<file path="config.mk">
export PLATFORM = sky130hd
export DESIGN_NAME = phys_reg_freelist
export DESIGN_NICKNAME = d
export VERILOG_FILES = /design/src/rtl/phys_reg_freelist.sv
export SDC_FILE = /design/constraint.sdc
export NUM_CORES = 1
export LEC_CHECK = 0
export CAP_MARGIN = 20
export CORE_ASPECT_RATIO = 1.4
export CORE_MARGIN = 1.5
export CORE_UTILIZATION = 42
export CTS_CLUSTER_SIZE = 28
export DETAILED_ROUTE_END_ITERATION = 10
export PLACE_DENSITY = 0.69
export RECOVER_POWER = 50
export SYNTH_ARGS = -nofsm -noshare
export SYNTH_HDL_FRONTEND = slang
export SYNTH_SLANG_ARGS = --single-unit
</file>
<file path="constraint.sdc">
create_clock -name clk -period 32.8 [get_ports clk]
set_clock_uncertainty 0.1 [all_clocks]
set_input_delay 4.92 -clock clk [delete_from_list [all_inputs] [get_ports clk]]
set_output_delay 4.92 -clock clk [all_outputs]
set_load 0.02 [all_outputs]
</file>
<file path="src/rtl/phys_reg_freelist.sv">
// Physical-register free list for a 2-wide rename/commit pipeline.
// Keeps a registered bitmap with one bit per physical register (1 = free).
// Rename receives up to two grants per cycle. These are combinational from
// the registered bitmap. Commit returns up to two p_old_rd per cycle.
module phys_reg_freelist #(
    parameter int unsigned NUM_PREGS = 64,
    parameter int unsigned NUM_AREGS = 32,
    parameter int unsigned PREG_W    = 6
) (
    input  logic                 clk,
    input  logic                 rst_n,
    input  logic                 alloc_req1,
    input  logic                 alloc_req2,
    output logic                 alloc_ready,
    output logic [PREG_W-1:0]    alloc_preg1,
    output logic [PREG_W-1:0]    alloc_preg2,
    input  logic                 commit_valid1,
    input  logic [PREG_W-1:0]    commit_old_preg1,
    input  logic                 commit_valid2,
    input  logic [PREG_W-1:0]    commit_old_preg2,
    output logic [NUM_PREGS-1:0] free_pool,
    output logic [PREG_W:0]      free_count,
    output logic                 double_free_err
);

    // The identity RAT owns p0..p(NUM_AREGS-1). Every register above that starts free.
    localparam logic [NUM_PREGS-1:0] RST_POOL  = {NUM_PREGS{1'b1}} << NUM_AREGS;
    localparam logic [PREG_W:0]      RST_COUNT = (PREG_W+1)'(NUM_PREGS - NUM_AREGS);

    logic [NUM_PREGS-1:0] free_pool_q, free_pool_d;
    logic [PREG_W:0]      free_count_q, free_count_d;
    logic                 err_q, err_d;

    logic [PREG_W-1:0]    low0, low1;
    logic                 found0, found1;
    logic [NUM_PREGS-1:0] grant_mask;
    logic [NUM_PREGS-1:0] rel_mask;
    logic                 err_set;
    logic [PREG_W:0]      req_count;

    // Find the lowest and the second-lowest free register in the registered bitmap.
    always_comb begin
        low0   = '0;
        low1   = '0;
        found0 = 1'b0;
        found1 = 1'b0;
        for (int unsigned i = 0; i < NUM_PREGS; i++) begin
            if (free_pool_q[i]) begin
                if (!found0) begin
                    found0 = 1'b1;
                    low0   = PREG_W'(i);
                end else if (!found1) begin
                    found1 = 1'b1;
                    low1   = PREG_W'(i);
                end
            end
        end
    end

    // Assign grants to the requesting slots. The claimed bits are cleared only when every request fits.
    always_comb begin
        alloc_preg1 = '0;
        alloc_preg2 = '0;
        grant_mask  = '0;
        req_count   = (PREG_W+1)'(alloc_req1) + (PREG_W+1)'(alloc_req2);
        alloc_ready = (free_count_q >= req_count);
        if (alloc_req1) begin
            alloc_preg1 = low0;
            if (alloc_req2) begin
                alloc_preg2 = low1;
            end
        end else if (alloc_req2) begin
            alloc_preg2 = low0;
        end
        if (alloc_ready) begin
            if (alloc_req1 || alloc_req2) begin
                grant_mask[low0] = 1'b1;
            end
            if (alloc_req1 && alloc_req2) begin
                grant_mask[low1] = 1'b1;
            end
        end
    end

    // Release committed p_old_rd registers, never p0. Flag a release of a register that is already free.
    always_comb begin
        rel_mask = '0;
        err_set  = 1'b0;
        if (commit_valid1 && (commit_old_preg1 != '0)) begin
            rel_mask[commit_old_preg1] = 1'b1;
            if (free_pool_q[commit_old_preg1]) begin
                err_set = 1'b1;
            end
        end
        if (commit_valid2 && (commit_old_preg2 != '0)) begin
            rel_mask[commit_old_preg2] = 1'b1;
            if (free_pool_q[commit_old_preg2]) begin
                err_set = 1'b1;
            end
        end
        if (commit_valid1 && commit_valid2 && (commit_old_preg1 != '0) &&
            (commit_old_preg1 == commit_old_preg2)) begin
            err_set = 1'b1;
        end
    end

    // Next bitmap: allocate and release in the same cycle. Recount so free_count follows the bitmap exactly.
    always_comb begin
        free_pool_d  = (free_pool_q & ~grant_mask) | rel_mask;
        free_count_d = '0;
        for (int unsigned i = 0; i < NUM_PREGS; i++) begin
            free_count_d = free_count_d + (PREG_W+1)'(free_pool_d[i]);
        end
        err_d = err_q | err_set;
    end

    // State register. Reset takes priority over any allocation or release in the same cycle.
    always_ff @(posedge clk) begin
        if (!rst_n) begin
            free_pool_q  <= RST_POOL;
            free_count_q <= RST_COUNT;
            err_q        <= 1'b0;
        end else begin
            free_pool_q  <= free_pool_d;
            free_count_q <= free_count_d;
            err_q        <= err_d;
        end
    end

    assign free_pool       = free_pool_q;
    assign free_count      = free_count_q;
    assign double_free_err = err_q;

endmodule

</file>
[After elaboration in Yosys (flattened, before gate mapping)]
Cells that the tools add are included.
Storage, ports and cells
  register bits after elaboration: 72
  bits in latches: 0
  bits in writable memories: 0
  memory bits (read-only): 0
  bits of input ports: 18
  output and inout bits: 85
  word-level logic and storage cells: 624
  memories kept: 0
Cells by class
  add/subtract/negate cells: 64
  $mul: 0
  divide/modulo/power cells: 0
  order comparisons: 9
  equality and inequality tests: 1
  shift operators: 0
  mux-type cells: 528
  bitwise operators: 6
  reduce and logical (&&, ||, !) cells: 13
Operators with widths (number)
  $mux 6: 314
  $add 7x1->7: 57
  $mux 64: 6
  $mux 1: 202
  $or 64x64->64: 3
  $and 64x64->64: 1
  $not 64->64: 1
  $lt 6x7->1 const B: 4
  $demux 1 s6: 4
  $ge 6x1->1 const B: 4
  $bmux 1 s6: 2
  $reduce_bool 6->1: 2
  $logic_and 1x1->1: 10
  $add 6x1->7: 1
  $ge 7x2->1: 1
  $add 5x1->6: 1
  $eq 6x6->1: 1
  $add 4x1->5: 1
  $add 1x1->2: 2
  $add 3x1->4: 1
  $add 2x1->3: 1
  $logic_or 1x1->1: 1
  $or 1x1->1: 1

[Logic depth before layout (Yosys ltp)]
  depth in word-level cells: 262
  depth in mapped cells: 57

[Least setup slack after synthesis]
OpenSTA, ideal clock, no wires.
  path kind: register to register
  start point: register free_pool_q[0] (netlist: free_pool[0])
  end point: register free_count_q[5] (netlist: free_count[5])
  library setup time: 129 ps
  data arrival time: 12857 ps
  setup slack: 19714 ps
  stages on the path, launching flop included: 56
  buffers on the path: 2
  clock period less this slack: 13086 ps
  cells stage by stage: dfxtp_1 > inv_1 > ha_1 > buf_2 > nand2b_1 > o211ai_1 > a22o_1 > a221o_1 > a221o_1 > a31o_2 > and3b_1 > nand4_1 > a21oi_1 > o311ai_1 > a31oi_1 > a211oi_1 > a2111oi_2 > o32ai_1 > [... 20 more ...] > fa_1 > fa_1 > fa_1 > inv_1 > fa_1 > inv_1 > fa_1 > fa_1 > fa_1 > inv_1 > ha_1 > a21o_1 > a21o_1 > nand2_1 > nand2b_1 > a21oi_1 > xnor2_1 > nand2_1
Between the ends
  elaborated cells on any way between the ends: 582
  those cells by class: add/sub: 63; order compare: 4; mux: 509; bitwise: 4; reduce/logical: 2
RTL lines
  from (decl): RTL line 30  | logic [NUM_PREGS-1:0] free_pool_q, free_pool_d;
  from (signal assigned): RTL line 124  | free_pool_q <= free_pool_d;
  $mux 1 (*): RTL line 48  | if (free_pool_q[i]) begin
  $mux 1: RTL line 49  | if (!found0) begin
  $mux 1: RTL line 48
  $mux 6: RTL line 52  | end else if (!found1) begin
  $mux 6: RTL line 49
  $mux 6: RTL line 48
  $mux 6: RTL line 52
  $mux 6: RTL line 49
  [... 185 more ...]
  $or 64x64->64 (no line)
  $mux 64 (*): RTL line 79  | if (alloc_req1 && alloc_req2) begin
  $mux 64 (*): RTL line 75  | if (alloc_ready) begin
  $not 64->64 (*): RTL line 109  | free_pool_d = (free_pool_q & ~grant_mask) | rel_mask;
  $and 64x64->64 (*): RTL line 109
  $or 64x64->64 (*): RTL line 109
  named net free_pool_d[43]: RTL line 30
  $add 7x1->7 (*) (21 in a row): RTL line 112  | free_count_d = free_count_d + (PREG_W+1)'(free_pool_d[i]);
  to (signal assigned): RTL line 125  | free_count_q <= free_count_d;
  to (decl): RTL line 31  | logic [PREG_W:0] free_count_q, free_count_d;
Mark *: on every way through the listed nets, which the timed path passes. The rest lies on a longest branch. The select of a mux whose other input is x is not followed.
A chain may end at the register's enable or synchronous reset.

[Worst setup path in the final report]
  start point: register free_pool_q[1] (netlist: free_pool[1])
  end point: register free_count_q[5] (netlist: free_count[5])
Between the ends
  longest elaborated chain between the ends: 260
  elaborated cells on any way between the ends: 578
  those cells by class: add/sub: 63; order compare: 4; mux: 505; bitwise: 4; reduce/logical: 2
RTL lines (RTL line)
  $mux 1: 48
  $mux 6: 52
  $mux 6: 49
  $mux 6: 48
  $mux 6: 52
  $mux 6: 49
  $mux 6: 48
  $mux 6: 52
  [... 189 more ...]
  $add 1x1->2: 112
  $add 2x1->3: 112
  $add 3x1->4: 112
  $add 4x1->5: 112
  $add 5x1->6: 112
  $add 6x1->7: 112
  $add 7x1->7 (56 in a row): 112
  $add 7x1->7 (*): 112
Mark *: on every way between the ends. The rest lies on a longest branch, timed or not. The select of a mux whose other input is x is not followed.

==> run_results.csv <==
group,metric,value,unit
global_routing,grt_max_degree,43,
worst_setup_path,slowest_delay,710,ps
clock_network,cts_root_buf,"clkbuf_16",
cells_and_area,drive_above_1_share,0.0707,
floorplanning,core,30600,um2
global_routing,gr-usage-all-layers,0.422,
yosys,synth.avg_cell_area,6.59,um2
route,drt_iter0_markers,2025,
worst_setup_path,cp.arrival,16660,ps
sta,relSlewSlack,-0.370,
outcome,violations,"capacitance limit, slew limit",
global_routing,antenna_found_initial,1,
cells_and_area,seqCellArea,1440,um2
worst_setup_path,crit_required,32950,ps
worst_hold_path,hp-class,"flip-flop to flip-flop",
sta,finalHoldViolCount,0,
floorplanning,io_pins,103,
global_routing,grt-ovfl-total,0,
clock_network,htreeDepth,3,
route,num_vias,16712,
cells_and_area,fill_cells,3220,
placement,pre_cts_slack,17830,ps
route,drc,0,
floorplanning,rows,76,
yosys,synth_top_area_cell,"dfxtp_1",
yosys,synth_edf_count,0,
placement,dp_hpwl,50.5,mm
yosys,async_flop_share,0,
clock_network,cts_tree,"done",
yosys,ys_types,97,
route,wl,68.3,mm
clock_network,ctsResizeCount,0,
sta,rsz0062_at_grt,"no",
clock_network,cts_buffer_depth,2,
route,avgViaCountPerCell,7.05,
cells_and_area,multi_input_area,10500,um2
yosys,synthFlopType,"dfxtp_1",
power_and_ir_drop,p_leak,0.00528,uW
sta,finalSetupTns,0,ps
global_routing,grt_pass1_vias,15416,
worst_setup_path,crit_top_cell,"fa_1",
sta,finalCritPeriodShare,0.503,
floorplanning,die_area,32100,um2
yosys,synth_warnings,0,
sta,timing.final.crit_period,16510,ps
worst_setup_path,critPathKind,"flip-flop to flip-flop",
clock_network,clock_sinks,72,
yosys,ys_seq_elements,72,
worst_setup_path,cp_max_fo,14,
cells_and_area,fin_nets,2071,
sta,finalMaxSlewViolations,44,
sta,hold_ws,527,ps
run,drv_cap,2,
yosys,synth_area_leaders,"dfxtp_1 (11%), fa_1 (8.3%), nor2_1 (7.4%)",
yosys,netlist_instances,1974,
worst_setup_path,worst_setup_path_start_kind,"flip-flop",
clock_network,cts_buffers,9,
floorplanning,die_y,211,um
cells_and_area,synthToLayoutAreaGrowth,11.9,%
clock_network,clock_latency,380,ps
floorplanning,dieWidth,152,um
floorplanning,start_util,0.425,
cells_and_area,final_util,0.476,
sta,tightest_slew,2050,ps
clock_network,cts_setup_buffers,0,
route,wl_per_cell,28.8,um
placement,gp_congestion,1.09,
sta,fin_ws,16290,ps
route,drt-pass1-iter-count,6,
yosys,synth_seq_area_share,0.111,
global_routing,grt_pass1_wl,99.4,mm
worst_setup_path,endpoint_kind,"flip-flop",
yosys,ys_top_cells_by_count,"nor2_1 (255), nand2_1 (210), a21oi_1 (146), clkbuf_1 (137), o21ai_0 (130)",
route,antenna_left,0,
clock_network,clk_pin_slew,70,ps
power_and_ir_drop,peakVddDrop,0.000232,V
sta,fmax,0.0606,GHz
yosys,synth.top_cell.area_share,0.111,
outcome,status,"finished, violations left",
worst_setup_path,crit_path_top_delay_cell,"o311ai_0",
placement,numPortBuffers,102,
yosys,netlist_area,13000,um2
sta,setup_viol_count_final,0,
yosys,syn-num-nets,2070,
yosys,yosysMostFrequentCell,"nor2_1",
power_and_ir_drop,cellPowerDensity,87.0,nW/um2
clock_network,cts_hold_buf,0,
-- layout by cell type (no fill, tap or decap), types with 12 or more instances in the layout --
cell             Yosys  layout
nor2_1             255     254
nand2_1            210     210
a21oi_1            146     146
o21ai_0            130     130
inv_1              118     118
o22ai_1             81      81
dfxtp_1             72      72
dlygate4sd3_1        0      70
nand3_1             64      64
nor3_1              54      56
fa_1                54      54
a31oi_1             48      48
buf_4                2      44
or3_1               34      34
nand2b_1            32      32
a211oi_1            31      32
clkdlybuf4s50_1      0      31
or2_2               28      28
nor2b_1             27      27
and2_1              26      26
ha_1                24      24
nor4_1              20      20
a22oi_1             20      20
mux2i_1             17      17
nand4_1             16      16
o211ai_1            15      15
and3_1              15      15
maj3_1              15      15
o221ai_1            14      14
o32ai_1             13      13
mux4_2              13      13
nand3b_1            12      12
a221oi_1            11      12
-- where the power goes --
group	internal (uW)	switching [uW]
Sequential	102	12.8
Combinational	415	619
Clock	67.5	50.0
-- metrics by stage --
stage               total power (uW)  area [um2]  instances
floorplan                        859       13000       1974
global placement                1120       14300       2352
detailed placement              1130       14300       2353
CTS                             1250       14600       2369
global route                    1390       14600       2371
finish                          1270       14600       2372
-- cell families (layout without fill, tap and decap cells) --
| kind of cell | Yosys count | in the layout | synth area share |
|---|---|---|---|
| flip-flops | 72 | 72 | 0.111 |
| other | 0 | 2 | 0 |
| multiplexers | 33 | 33 | 0.0382 |
| adder cells (fa/ha/maj) | 93 | 93 | 0.118 |
| buffers and inverters | 281 | 287 | 0.0831 |
| AND/OR/NAND/NOR | 825 | 825 | 0.303 |
| AO/OA/AOI/OAI | 657 | 657 | 0.339 |
| XOR/XNOR | 13 | 13 | 0.00875 |
-- layer usage --
metal  vias up  part of all wire  routed length [um]  track usage
met4         0             0.090                6140        0.313
met2      1211              0.44               30300        0.648
li1       7244                 -                   -            -
met1      7912              0.37               25200        0.516
met5         -                 0                   0      0.00968
met3       345             0.099                6740       0.0832
-- final cells by class --
class | count | area share
sequential | 72 | 0.0990
timing repair buffer | 150 | 0.0943
antenna | 2 | 0.000344
multi-input combinational | 1621 | 0.719
clock buffer | 9 | 0.0155
inverter | 121 | 0.0312
tap | 390 | 0.0335
clock inverter | 7 | 0.00696
-- worst max-delay path: cells and delay by family, from the launching register on --
kind / cells / cell delay, ps
AND/OR/NAND/NOR: 10 / 2990
adder cells (fa/ha/maj): 10 / 4920
flip-flops: 1 / 390
buffers and inverters: 4 / 290
AO/OA/AOI/OAI: 27 / 7560
XOR/XNOR: 1 / 130
-- state kept, by name (all words and copies together) (netlist names) --
| register | flops |
|---|---|
| free_pool | 64 |
| free_count | 7 |
| double_free_err | 1 |
-- path summary, 6_finish.rpt --
path,slack [ps],cells past startpoint,from,to
worst max-delay path,16290,52,free_pool[1]$_SDFF_PN0_,free_count[5]$_SDFF_PN1_
worst min-delay path,530,2,double_free_err$_SDFF_PN0_,double_free_err$_SDFF_PN0_
worst max register to register,16290,52,free_pool[1]$_SDFF_PN0_,free_count[5]$_SDFF_PN1_
worst min register to register,530,2,double_free_err$_SDFF_PN0_,double_free_err$_SDFF_PN0_
(Power assumes the default switching activity.)
==> RTL edit, RTL diff (config.mk and constraints unchanged) <==
The parameter `PREG_W` goes from 6 to 5.
--- a/src/rtl/phys_reg_freelist.sv
+++ b/src/rtl/phys_reg_freelist.sv
@@ -7,3 +7,3 @@
     parameter int unsigned NUM_AREGS = 32,
-    parameter int unsigned PREG_W    = 6
+    parameter int unsigned PREG_W    = 5
 ) (
Interface: changed (5 resized); port bits go from 103 to 98. No check against the original RTL was run, so the function may have changed too.
==> RTL edit against the unedited design <==
Setup slack better by 3300 ps; cell area is 43% lower; register-to-register slack better by 6400 ps; routed wire length is 55% lower; area after synthesis is 41% lower; die area is 40% lower; sequential cell count is 33 lower; total power is 76% lower.
==> RTL edit: results (changes against the unedited design) <==
Parameter                              Value

Status
  Outcome    complete, no violations

Layout
  Cell area after layout    8300 µm² (-43%)
  Layout multi-input combinational cell count    870 (-46%)
  Antenna diode count    0 (-2)
  Max FFs per register    32 (-50%)
  Area growth from synthesis to final layout    8.00%
  Buffers outside the clock class    80 (-47%)
  Sequential cell area in the final layout    781 µm² (-46%)
  Number of filler instances in the final layout    1843 (-43%)
  Fraction of final layout cells with drive strength greater than 1    9.02% (+2.0 points)
  Relative area of clock buffers and inverters in the final design    1.75% (-0.49 points)
  Clock buffer cells    5 (-4)

Placement
  Detailed Place HPWL    23.8 mm (-53%)
  Count of input and output buffers    65 (-36%)
  Placed cells    1274 (-46%)
  Placed Area    8160 µm² (-43%)

Detailed routing
  Amount of wire on met2 after detailed routing    15.1 mm (-50%)
  Routed met3 length    2.16 mm (-68%)
  Met1 wire length    11.4 mm (-55%)
  DRT Wirelength    31.0 mm (-55%)

Synthesis
  Share of the yosys chip area belonging to registers    10.2% (-0.91 points)
  Xor and xnor area share after synthesis    1.03% (+0.15 points)
  Leading cell type by number of instances after synthesis    nand2_1
  Most area-consuming cells after synthesis    dfxtp_1 10%, fa_1 6.3%, mux4_2 5.6%, nand2_1 4.5%, nor2_1 4.2%
  Adder-cell area share of the yosys netlist    9.09% (-2.7 points)
  Number of distinct library cells after synthesis    109 (+12%)
  Top cells by instance count after synthesis    93 x nand2_1, 85 x nor2_1, 56 x a21oi_1, 54 x clkbuf_1, 49 x nor3_1
  Compound-cell area share of the yosys netlist    32.9% (-0.92 points)
  Mean Syn Cell Area    7.37 µm² (+12%)

CTS
  H-tree depth    2 (-1)
  Clock latency of the later-clocked register in the worst-skew pair    300 ps (-80 ps)

Worst setup path
  Arrival @ worst endpoint    13230 ps (-3430 ps)
  CP max FO    24 (+10)

Global routing
  Wire length of the first global-routing pass    47.8 mm (-52%)
  Met1 Track Usage GR    37.5% (-14 points)
  Grt met3 use    3.11% (-5.2 points)
  Maximum number of pins on one net before global-route repair    25 (-42%)
  Met2 track demand over resource in global routing    55.9% (-8.9 points)
  Vias in the first global route    8094 (-47%)
  Global-route total usage across every layer    32.0% (-10 points)

STA
  Hold Worst Slack    410 ps (-117 ps)
  Slew HR    24.4% (+61 points)

Power and ir drop
  Worst voltage drop across the vdd grid    0.0246 mV (-89%)
  Net switching power    166 µW (-76%)
-- RTL edit: cell types whose count changed after synthesis, moves of 33 or more --
cell      change
buf_4        +35
dfxtp_1      -33
inv_1        -73
clkbuf_1     -83
nand2_1     -117
o21ai_0      -91
a21oi_1      -90
o22ai_1      -61
nor2_1      -170
-- RTL edit: worst paths after layout --
path                   startpoint         endpoint  cells past startpoint
setup reg to reg     free_pool[0]    free_count[4]                     28
hold / removal    double_free_err  double_free_err                      2
setup / recovery       alloc_req1    free_count[4]                     28
hold reg to reg   double_free_err  double_free_err                      2
-- RTL edit: power by group through the flow --
| stage | combinational (mW) | clock (mW) | sequential (mW) |
|---|---|---|---|
| 2_1_floorplan | 0.141 | 0 | 0.0561 |
| 3_3_place_gp | 0.198 | 0 | 0.0568 |
| 3_5_place_dp | 0.197 | 0 | 0.0567 |
| 4_1_cts | 0.198 | 0.0498 | 0.0557 |
| 5_1_grt | 0.217 | 0.0519 | 0.0561 |
| 6_report | 0.202 | 0.0501 | 0.0557 |
